==> src/rtl/add_sub_accumulator_if.sv <==
// ---------------------------------------------------------------------------
// add_sub_accumulator_if
// Bundles the operand-stream and result handshakes of the add/sub accumulator.
//   master : producer/consumer side (drives start, init_value, in_valid,
//            operand, mode, out_ready; observes the result and status)
//   slave  : accumulator side (the add_sub_accumulator block)
// Signals:
//   start/init_value        batch launch and accumulator seed
//   in_valid/in_ready       operand handshake, operand + mode (0 add, 1 sub)
//   out_valid/out_ready     result handshake
//   acc_out/cout_last/ovf_sticky/busy  result and status
// ---------------------------------------------------------------------------
interface add_sub_accumulator_if #(
  parameter int WIDTH = 4
);
  logic             start;
  logic [WIDTH-1:0] init_value;
  logic             in_valid;
  logic             in_ready;
  logic [WIDTH-1:0] operand;
  logic             mode;
  logic             out_valid;
  logic             out_ready;
  logic [WIDTH-1:0] acc_out;
  logic             cout_last;
  logic             ovf_sticky;
  logic             busy;

  modport master (
    output start, init_value, in_valid, operand, mode, out_ready,
    input  in_ready, out_valid, acc_out, cout_last, ovf_sticky, busy
  );

  modport slave (
    input  start, init_value, in_valid, operand, mode, out_ready,
    output in_ready, out_valid, acc_out, cout_last, ovf_sticky, busy
  );
endinterface

==> src/rtl/add_sub_accumulator.sv <==
// ---------------------------------------------------------------------------
// add_sub_accumulator
// Multi-operand batch engine around a WIDTH-bit two's-complement add/sub.
// A batch is seeded on start, folds OP_COUNT operands (each add or subtract)
// into the accumulator, then holds the result on an output handshake.
// Ports:
//   clk  rising-edge clock
//   rst  synchronous active-high reset (discards any batch in progress)
//   bus  add_sub_accumulator_if.slave (see interface header)
// All outputs come straight from registers.
// ---------------------------------------------------------------------------
module add_sub_accumulator #(
  parameter int WIDTH    = 4,
  parameter int OP_COUNT = 4
) (
  input logic                  clk,
  input logic                  rst,
  add_sub_accumulator_if.slave bus
);

  localparam int CNT_W = (OP_COUNT > 1) ? $clog2(OP_COUNT) : 1;
  localparam logic [CNT_W-1:0] LAST_CNT = CNT_W'(OP_COUNT - 1);

  typedef enum logic [1:0] {
    IDLE  = 2'd0,
    ACCUM = 2'd1,
    DONE  = 2'd2
  } state_t;

  state_t           state_q, state_d;
  logic [WIDTH-1:0] acc_q, acc_d;
  logic             cout_q, cout_d;
  logic             ovf_q, ovf_d;
  logic [CNT_W-1:0] cnt_q, cnt_d;
  logic             in_ready_q, in_ready_d;
  logic             out_valid_q, out_valid_d;
  logic             busy_q, busy_d;

  logic             xfer_s;
  logic [WIDTH-1:0] op_eff_s;
  logic [WIDTH:0]   sum_s;
  logic             ovf_s;
  logic             last_s;

  // Add/sub datapath: subtract is acc + ~operand + 1, so the carry-in is mode.
  always_comb begin
    xfer_s   = in_ready_q && bus.in_valid;
    op_eff_s = bus.mode ? ~bus.operand : bus.operand;
    sum_s    = {1'b0, acc_q} + {1'b0, op_eff_s} + {{WIDTH{1'b0}}, bus.mode};
    // Overflow on the effective addend: same input signs, differing result sign.
    ovf_s    = (acc_q[WIDTH-1] == op_eff_s[WIDTH-1]) &&
               (sum_s[WIDTH-1] != acc_q[WIDTH-1]);
    last_s   = (cnt_q == LAST_CNT);
  end

  // Next-state and next-output logic for the IDLE/ACCUM/DONE controller.
  always_comb begin
    state_d = state_q;
    acc_d   = acc_q;
    cout_d  = cout_q;
    ovf_d   = ovf_q;
    cnt_d   = cnt_q;
    case (state_q)
      IDLE: begin
        if (bus.start) begin
          acc_d   = bus.init_value;
          cout_d  = 1'b0;
          ovf_d   = 1'b0;
          cnt_d   = {CNT_W{1'b0}};
          state_d = ACCUM;
        end else begin
          state_d = IDLE;
        end
      end
      ACCUM: begin
        if (xfer_s) begin
          acc_d  = sum_s[WIDTH-1:0];
          cout_d = sum_s[WIDTH];
          ovf_d  = ovf_q | ovf_s;
          if (last_s) begin
            cnt_d   = {CNT_W{1'b0}};
            state_d = DONE;
          end else begin
            cnt_d   = cnt_q + CNT_W'(1);
            state_d = ACCUM;
          end
        end else begin
          state_d = ACCUM;
        end
      end
      DONE: begin
        if (bus.out_ready) begin
          state_d = IDLE;
        end else begin
          state_d = DONE;
        end
      end
      default: begin
        state_d = IDLE;
      end
    endcase
    // Handshake/status flags are registered copies decoded from the next state.
    in_ready_d  = (state_d == ACCUM);
    out_valid_d = (state_d == DONE);
    busy_d      = (state_d != IDLE);
  end

  // State and output registers with synchronous reset.
  always_ff @(posedge clk) begin
    if (rst) begin
      state_q     <= IDLE;
      acc_q       <= {WIDTH{1'b0}};
      cout_q      <= 1'b0;
      ovf_q       <= 1'b0;
      cnt_q       <= {CNT_W{1'b0}};
      in_ready_q  <= 1'b0;
      out_valid_q <= 1'b0;
      busy_q      <= 1'b0;
    end else begin
      state_q     <= state_d;
      acc_q       <= acc_d;
      cout_q      <= cout_d;
      ovf_q       <= ovf_d;
      cnt_q       <= cnt_d;
      in_ready_q  <= in_ready_d;
      out_valid_q <= out_valid_d;
      busy_q      <= busy_d;
    end
  end

  assign bus.in_ready   = in_ready_q;
  assign bus.out_valid  = out_valid_q;
  assign bus.busy       = busy_q;
  assign bus.acc_out    = acc_q;
  assign bus.cout_last  = cout_q;
  assign bus.ovf_sticky = ovf_q;

endmodule

==> src/flat_wrapper.sv <==
// flat-port wrapper written by rule: the top's interface ports become plain ports
module add_sub_accumulator_flat 
#(
  parameter int WIDTH    = 4,
  parameter int OP_COUNT = 4
)
  (clk, rst, bus_start, bus_init_value, bus_in_valid, bus_operand, bus_mode, bus_out_ready, bus_in_ready, bus_out_valid, bus_acc_out, bus_cout_last, bus_ovf_sticky, bus_busy);
  add_sub_accumulator_if #(.WIDTH(WIDTH)) bus_i ();
  input logic clk;
  input logic rst;
  input wire logic [$bits(bus_i.start)-1:0] bus_start;
  input wire logic [$bits(bus_i.init_value)-1:0] bus_init_value;
  input wire logic [$bits(bus_i.in_valid)-1:0] bus_in_valid;
  input wire logic [$bits(bus_i.operand)-1:0] bus_operand;
  input wire logic [$bits(bus_i.mode)-1:0] bus_mode;
  input wire logic [$bits(bus_i.out_ready)-1:0] bus_out_ready;
  output wire logic [$bits(bus_i.in_ready)-1:0] bus_in_ready;
  output wire logic [$bits(bus_i.out_valid)-1:0] bus_out_valid;
  output wire logic [$bits(bus_i.acc_out)-1:0] bus_acc_out;
  output wire logic [$bits(bus_i.cout_last)-1:0] bus_cout_last;
  output wire logic [$bits(bus_i.ovf_sticky)-1:0] bus_ovf_sticky;
  output wire logic [$bits(bus_i.busy)-1:0] bus_busy;
  assign bus_i.start = bus_start;
  assign bus_i.init_value = bus_init_value;
  assign bus_i.in_valid = bus_in_valid;
  assign bus_i.operand = bus_operand;
  assign bus_i.mode = bus_mode;
  assign bus_i.out_ready = bus_out_ready;
  assign bus_in_ready = bus_i.in_ready;
  assign bus_out_valid = bus_i.out_valid;
  assign bus_acc_out = bus_i.acc_out;
  assign bus_cout_last = bus_i.cout_last;
  assign bus_ovf_sticky = bus_i.ovf_sticky;
  assign bus_busy = bus_i.busy;
  add_sub_accumulator #(.WIDTH(WIDTH), .OP_COUNT(OP_COUNT)) u_core (.clk(clk), .rst(rst), .bus(bus_i));
endmodule
==> config.mk <==
export PLATFORM = sky130hd
export DESIGN_NAME = add_sub_accumulator_flat
export DESIGN_NICKNAME = d
export VERILOG_FILES = /design/src/rtl/add_sub_accumulator_if.sv /design/src/rtl/add_sub_accumulator.sv /design/src/flat_wrapper.sv
export SDC_FILE = /design/constraint.sdc
export NUM_CORES = 1
export LEC_CHECK = 0
export CAP_MARGIN = 20
export CORE_MARGIN = 2
export CORE_UTILIZATION = 25
export CTS_CLUSTER_SIZE = 16
export DETAILED_ROUTE_END_ITERATION = 16
export GPL_TIMING_DRIVEN = 0
export PLACE_DENSITY_LB_ADDON = 0.08
export SKIP_LAST_GASP = 1
export SLEW_MARGIN = 20
export SYNTH_ARGS = -nofsm -noshare
export SYNTH_HDL_FRONTEND = slang
export SYNTH_SLANG_ARGS = --single-unit
==> constraint.sdc <==
create_clock -name clk -period 4.9 [get_ports clk]
set_input_delay 1.47 -clock clk [delete_from_list [all_inputs] [get_ports clk]]
set_output_delay 1.47 -clock clk [all_outputs]
set_load 0.05 [all_outputs]
# After elaboration in Yosys (flattened, before gate mapping)
# Index checks and enable logic that the tools add are counted.
# totals
out_inout_bits	9
reg_bits	13
input_bits	14
# op_classes
n_addsub	3
bitwise_logic	2
n_mux	18
n_eq_ne	9
n_reduce_logical	6
# ops
op	n
2-bit two-way mux	6
4-bit two-way mux	3
4-bit case mux with 2 select lines	1
2-bit equality test (second input constant)	3
2-bit case mux with 3 select lines	1
4-bit by 4-bit adder with 5-bit output	1
5-bit by 1-bit adder with 5-bit output	1
2-bit by 1-bit equality test with 1-bit output (second input constant)	2
1-bit two-way mux	4
4-bit NOT	1
1-bit case mux with 2 select lines	2
2-bit case mux with 2 select lines	1
2-bit nonzero test	2
3-bit AND reduction	1
2-bit by 1-bit adder with 2-bit output (second input constant)	1
1-bit logical AND	2
2-bit zero test	1
2-bit by 1-bit inequality test with 1-bit output (second input constant)	1
2-bit inequality test (second input constant)	1
1-bit equality test	1
1-bit inequality test	1
1-bit bitwise OR	1

# Depth between registers and ports, before layout
# logic_depth
depth_word	9
mapped_depth	7

# Least setup slack after synthesis
# No wires, ideal clock.
# synth_timing
path_kind	input to register
from	input port bus_mode
to	register u_core.acc_q[2] (netlist: u_core.bus.acc_out[2])
arrival_time_ns	2.658
path_stages	7
slack_ns	2.115
cell_sequence	xor2_1 inv_1 fa_1 xnor2_1 mux2_2 mux2i_1 nor2_1
# synth_via
elab_chain_cells	5
# synth_lines
element	line_no	text
start, declared	flat_wrapper.sv:15	input wire logic [$bits(bus_i.mode)-1:0] bus_mode;
4-bit two-way mux	add_sub_accumulator.sv:48	op_eff_s = bus.mode ? ~bus.operand : bus.operand;
4-bit by 4-bit adder with 5-bit output	add_sub_accumulator.sv:49	sum_s = {1'b0, acc_q} + {1'b0, op_eff_s} + {{WIDTH{1'b0}}, bus.mode};
5-bit by 1-bit adder with 5-bit output (*)	add_sub_accumulator.sv:49	
4-bit two-way mux (*)	add_sub_accumulator.sv:76	if (xfer_s) begin
4-bit case mux with 2 select lines (*)	add_sub_accumulator.sv:63	case (state_q)
end signal, assigned	add_sub_accumulator.sv:112	acc_q <= {WIDTH{1'b0}};
end, declared	add_sub_accumulator.sv:31	logic [WIDTH-1:0] acc_q, acc_d;
# Every way passes the cells marked *; elsewhere a longest branch is shown, timed or not. The select of a mux whose other input is x is not followed.
# A chain may end at the register's enable or synchronous reset.

# Worst setup path in the final report
# Same ends and word-level chain as after synthesis.

==> reports/results.ini <==
[global_routing]
grt_pass1_vias = 706
grt_use_total_pct = 12.2
grt_max_degree = 11
antenna_found_initial = 0
grt_first_pass_wirelength_mm = 3.08
globalRouteOverflowTotal = 0

[floorplan]
die_h_um = 57.9
io_pins = 23
die_area_mm2 = 0.00336
initial_utilization_pct = 26.4
rows = 19
die_x_um = 57.9
core_mm2 = 0.00276

[timing]
slew_viol_final = 0
timing.final.ws_setup_ns = 1.66
hold_viol_final = 0
min_period_ns = 3.24
fin_setup_tns_ns = 0
finalCritPeriodShare_pct = 66.2
worst_pin_slew_ns = 0.671
max_freq_ghz = 0.308
setup_viol = 0
relSlewSlack_pct = 55.1
clock_skew_ns = 0.000840
rsz0062_at_grt = false

[clock_network]
holdBufCountCts = 0
cts_tree = built
root_buffer = clkbuf_4
cts_resized = 0
clkTransAtPathRegs_ns = 0.08
cts_max_level = 1
numCtsBuffers = 3
cts_sinks = 13
clockBufferDepth = 2
clk_latency_ns = 0.27
post_cts_buffers = 0

[power]
cellPowerDensity_mw_per_mm2 = 252
max-vdd-ir-drop_uv = 172
p_leak_uw = 0.000394

[detailed_routing]
vias = 645
ant_nets = 0
via_per_inst = 4.74
met3_length_um = 79
routed_wl_mm = 1.70
m1WireLength_um = 840
drtIter0Drc = 15
wl_met2_um = 762
drc_errors = 0
top_layer_used = met4
firstDrtPassIters = 4
wl_per_cell_um = 12.5

[flow_run]
drv_cap = 0

[synth]
synth_top_area_share_pct = 35.8
syn_area_um2 = 727
synth_compound_area_share_pct = 15.7
synth_xor_area_share_pct = 4.82
yosys.cell_types.count = 36
synthCells = 79
ys_seq_area_share_pct = 35.8
ys_ff_latch = 13
yosysWarningCount = 0
synth_top_area_cell = dfxtp_1
syn-num-nets = 99
synthMuxAreaShare_pct = 4.30
avgSynthCellArea_um2 = 9.20
yosys.area_share.adder_pct = 11.4
synth_top_family_by_area = simple AND/OR/NAND/NOR gates
synth_area_leaders = dfxtp_1, ha_1, nor2_1, xor2_1, a21oi_1
synthSimpleGateAreaFrac_pct = 23.8

[setup_path]
cp.required_ns = 5.05
r2r_cells = 6
r2r_slack_ns = 3.24
cp_max_fo = 4
rr_endpoint = u_core.bus.acc_out[2]
cp.arrival_ns = 3.39
r2r_start = u_core.bus.acc_out[1]
critPathKind = in -> reg
end_kind = register
start_kind = primary input

[final_layout]
antenna_cells = 0
final_common_cell = clkdlybuf4s50_1
area_growth_syn_to_layout_pct = 39.2
design_area_mm2 = 0.00101
final_cell_mix = clkdlybuf4s50_1, dfxtp_1, nor2_1
fillers = 297
nets = 126
drive_above_1_share_pct = 7.62

[placement]
numPortBuffers = 22
placed_area_um2 = 986
place.gp.congestion = 0.736
place_ws_ns = 1.36
dpl.hpwl_mm = 1.35

[min_path]
holdPathStages = 2
hold_start = u_core.bus.cout_last
min_path_type = reg -> reg
holdPathEnd = u_core.bus.cout_last

[run_status]
status = finished clean

-- synth_stat cells, drive strengths merged --
cell type,instances
a211o,1
a21o,1
a21oi,4
a221oi,1
a22oi,3
a32oi,1
and2b,1
and4b,1
buf,1
clkbuf,2
dfxtp,13
fa,1
ha,5
inv,3
mux2,1
mux2i,2
nand2,3
nand2b,1
nand3,3
nand3b,1
nand4,1
nand4b,2
nor2,9
nor2b,1
nor3,4
nor3b,2
o211ai,1
o21a,2
o21ai,2
or2,1
or4,1
xnor2,1
xor2,3
-- power breakdown --
group	switching [uW]	total [uW]	internal (uW)
Sequential	3.87	114	110
Clock	34.5	66.0	31.5
Combinational	40.4	74.6	34.2
-- logic make-up after synthesis --
logic type | Yosys count
XOR/XNOR | 4
AND/OR/NAND/NOR | 31
adder cells (fa/ha/maj) | 6
multiplexers | 3
buffers and inverters | 6
flip-flops | 13
AO/OA/AOI/OAI | 16
-- registers in the layout, summed over array words and instances, names as in the netlist --
register	cells
u_core.bus.out_valid	1
u_core.bus.in_ready	1
u_core.bus.acc_out	4
u_core.bus.cout_last	1
u_core.cnt_q	2
u_core.state_q	2
u_core.bus.busy	1
u_core.bus.ovf_sticky	1
-- cell type report --
type / instances / area, um2 / area share [%]
Clock buffer: 4 / 26.3 / 2.60
Multi-Input combinational cell: 60 / 435 / 43.0
Timing Repair Buffer: 22 / 220 / 21.8
Sequential cell: 13 / 260 / 25.7
Inverter: 3 / 11.3 / 1.11
Buffer: 3 / 20.0 / 1.98
Tap cell: 31 / 38.8 / 3.83
-- worst max-delay path: stages --
cell and delay (ns):
clkdlybuf4s50_1 0.57, xor2_1 0.22, inv_1 0.09, fa_1 0.44
xnor2_1 0.15, mux2_2 0.26, mux2i_1 0.13, nor2_1 0.05
-- through the flow --
stage	std cells	hold slack (ns)	util [%]	power [uW]
5_1_grt	136	0.505	36.7	273
3_5_place_dp	132	0.448	35.8	192
3_3_place_gp	132	0.446	35.8	191
6_report	136	0.455	36.7	255
4_1_cts	136	0.460	36.7	260
2_1_floorplan	79	0.481	-	163
-- layer usage --
layer / up-vias / GRT usage [%]
met4: 0 / 2.99
met1: 296 / 16.0
li1: 336 / -
met5: - / 0
met2: 11 / 18.8
met3: 2 / 4.69
-- worst max-delay path by stage --
stage	slack, ns	from	to
3_3_place_gp	1.42	bus_mode	u_core.bus.acc_out[2]
6_report	1.66	bus_mode	u_core.bus.acc_out[2]
2_1_floorplan	2.11	bus_mode	u_core.bus.acc_out[2]
3_5_place_dp	1.36	bus_mode	u_core.bus.acc_out[2]
4_1_cts	1.65	bus_mode	u_core.bus.acc_out[2]
5_1_grt	1.58	bus_mode	u_core.bus.acc_out[2]
Note: power is estimated with default switching activity, not from simulation.
==> edit: new RTL, same flow settings <==
`WIDTH` is set to 4 in 3 places; all go to 6.
--- a/src/rtl/add_sub_accumulator_if.sv
+++ b/src/rtl/add_sub_accumulator_if.sv
@@ -12,5 +12,5 @@
 // ---------------------------------------------------------------------------
 interface add_sub_accumulator_if #(
-  parameter int WIDTH = 4
+  parameter int WIDTH = 6
 );
   logic             start;
--- a/src/rtl/add_sub_accumulator.sv
+++ b/src/rtl/add_sub_accumulator.sv
@@ -11,5 +11,5 @@
 // ---------------------------------------------------------------------------
 module add_sub_accumulator #(
-  parameter int WIDTH    = 4,
+  parameter int WIDTH    = 6,
   parameter int OP_COUNT = 4
 ) (
--- a/src/flat_wrapper.sv
+++ b/src/flat_wrapper.sv
@@ -2,5 +2,5 @@
 module add_sub_accumulator_flat 
 #(
-  parameter int WIDTH    = 4,
+  parameter int WIDTH    = 6,
   parameter int OP_COUNT = 4
 )
Interface: changed (resized bus_acc_out, bus_init_value and bus_operand); port bits go from 23 to 29. The function was not compared with the original's and may differ.
==> edit against the unedited design <==
- sequential cell count up 2
- design area up 43%
- wire length up 53%
- via count up 47%
- sequential power up 19%
- critical path type unchanged
- setup slack worse by 0.28 ns
- area after synthesis up 47%
- power up 50%
- highest routed layer unchanged
==> edit: results (changes against the unedited design) <==
* **cell types with the largest area share after synthesis** dfxtp_1, ha_1, buf_6, was dfxtp_1, ha_1, nor2_1
* **outcome** finished, final reports clean, unchanged
* **dpl cell area** 1400 sq um, was 986 sq um
* **clock latency reported for the late side of the worst-skew pair** 0.26 ns
* **post-detailed-placement half-perimeter wirelength** 2050 um, was 1350 um
* **async set or reset register ratio after synthesis** 0%, unchanged
* **Compound-Gate Fraction of Synth Area** 24.5%, was 15.7%
* **cell family with most CP delay** compound AO/OA/AOI/OAI gates, was buffers and inverters
* **unique cell type count in the Yosys netlist** 48, was 36
* **met1 usage** 15.6%, was 16.0%
* **DRT met1 WL** 1310 um, was 840 um
* **fraction of met3 tracks used by global routing** 1.89%, was 4.69%
* **post-placement setup slack** 1.11 ns, was 1.36 ns
* **critical path data arrival time** 3.65 ns, was 3.39 ns
* **worst stage delay on the critical path** 0.53 ns, was 0.57 ns
* **syn_nets** 138, was 99
* **Final GP Congestion** 0.742, was 0.736
* **XOR/XNOR share of the synthesized area** 5.74%, was 4.82%
* **total number of yosys warnings** 0, unchanged
* **cell at the slowest stage of the critical path** clkdlybuf4s50_1, unchanged
* **Largest register FFs** 6, was 4
* **routed wirelength normalized by instance count** 13.4 um, was 12.5 um
* **Post-Syn Area per Cell** 9.46 sq um, was 9.20 sq um
* **CTS Root Buffer Type** clkbuf_8, was clkbuf_4
* **number of inserted filler cells in the final layout** 413, was 297
* **power consumed by sequential cells** 0.136 mW, was 0.114 mW
* **multiplexer fraction of the synthesized cell area** 3.63%, was 4.30%
* **combinational fraction of design power** 36.3%, was 29.3%
* **adder-cell area share of the yosys netlist** 8.90%, was 11.4%
* **first-pass GRT wire length** 4350 um, was 3080 um
* **nets@finish** 170, was 126
* **GR met2 Demand/Resource** 16.5%, was 18.8%
* **Non-Filler Instances** 194, was 136
* **Routed met2 length** 1170 um, was 762 um
* **metal3 WL** 106 um, was 79 um
* **type of the worst min-delay path** flip-flop to flip-flop, unchanged
* **Post-CTS Resized** 0, unchanged
* **total design power** 0.382 mW, was 0.255 mW
* **via count of the first global-routing pass** 920, was 706
* **leading cell types by count after synthesis** dfxtp_1, nand2_1, a21oi_1, was dfxtp_1, nor2_1, ha_1
* **crit path max fanout** 4, unchanged
* **signed area change from the synthesized netlist to the final layout** 35.7%, was 39.2%
* **net switching component of the power** 0.134 mW, was 0.0788 mW
* **pin count of the biggest net entering global routing** 11, unchanged
* **leakage component of the power** 0.553 nW, was 0.394 nW
* **setup clock skew after layout** 0.00975 ns, was 0.000840 ns
* **Iter 0 DRT Violations** 62, was 15
* **actual transition at the worst max-transition pin** 0.498 ns, was 0.671 ns
* **PortBufs** 27, was 22
* **layout cell share with drive strength beyond 1** 16.7%, was 7.62%
* **post-detailed-route via-to-cell ratio** 4.88, was 4.74
* **Total Routing Usage GR** 10.9%, was 12.2%
* **maximum VDD drop** 0.101 mV, was 0.172 mV
* **# diodes** 0, unchanged
* **sequential element share of the synthesized area** 28.1%, was 35.8%
edit: changes by cell type in the layout (fill, tap and decap cells not counted), moves of 3 or more:
cell             change
o21ai_1              +3
a21oi_1              +3
buf_6                +3
nor2_1               -3
nand2_1              +6
o211ai_1             +4
clkdlybuf4s50_1      +5
clkbuf_8             +3
clkbuf_4             -3
edit: worst paths after layout:
path	start	to	slack, ns	depth (start not counted)
worst max register to register	u_core.bus.acc_out[0]	u_core.bus.acc_out[4]	2.84	7
worst max-delay path	bus_operand[0]	u_core.bus.acc_out[4]	1.38	8
worst min register to register	u_core.cnt_q[1]	u_core.cnt_q[1]	0.46	2
worst min-delay path	u_core.cnt_q[1]	u_core.cnt_q[1]	0.46	2
edit: final cells by class:
class	count	area share, %
clock buffer	3	2.85
multi-input combinational	91	49.0
tap	50	4.31
sequential	15	20.7
inverter	2	0.518
clock inverter	1	0.518
timing repair buffer	27	18.6
buffer	5	3.45
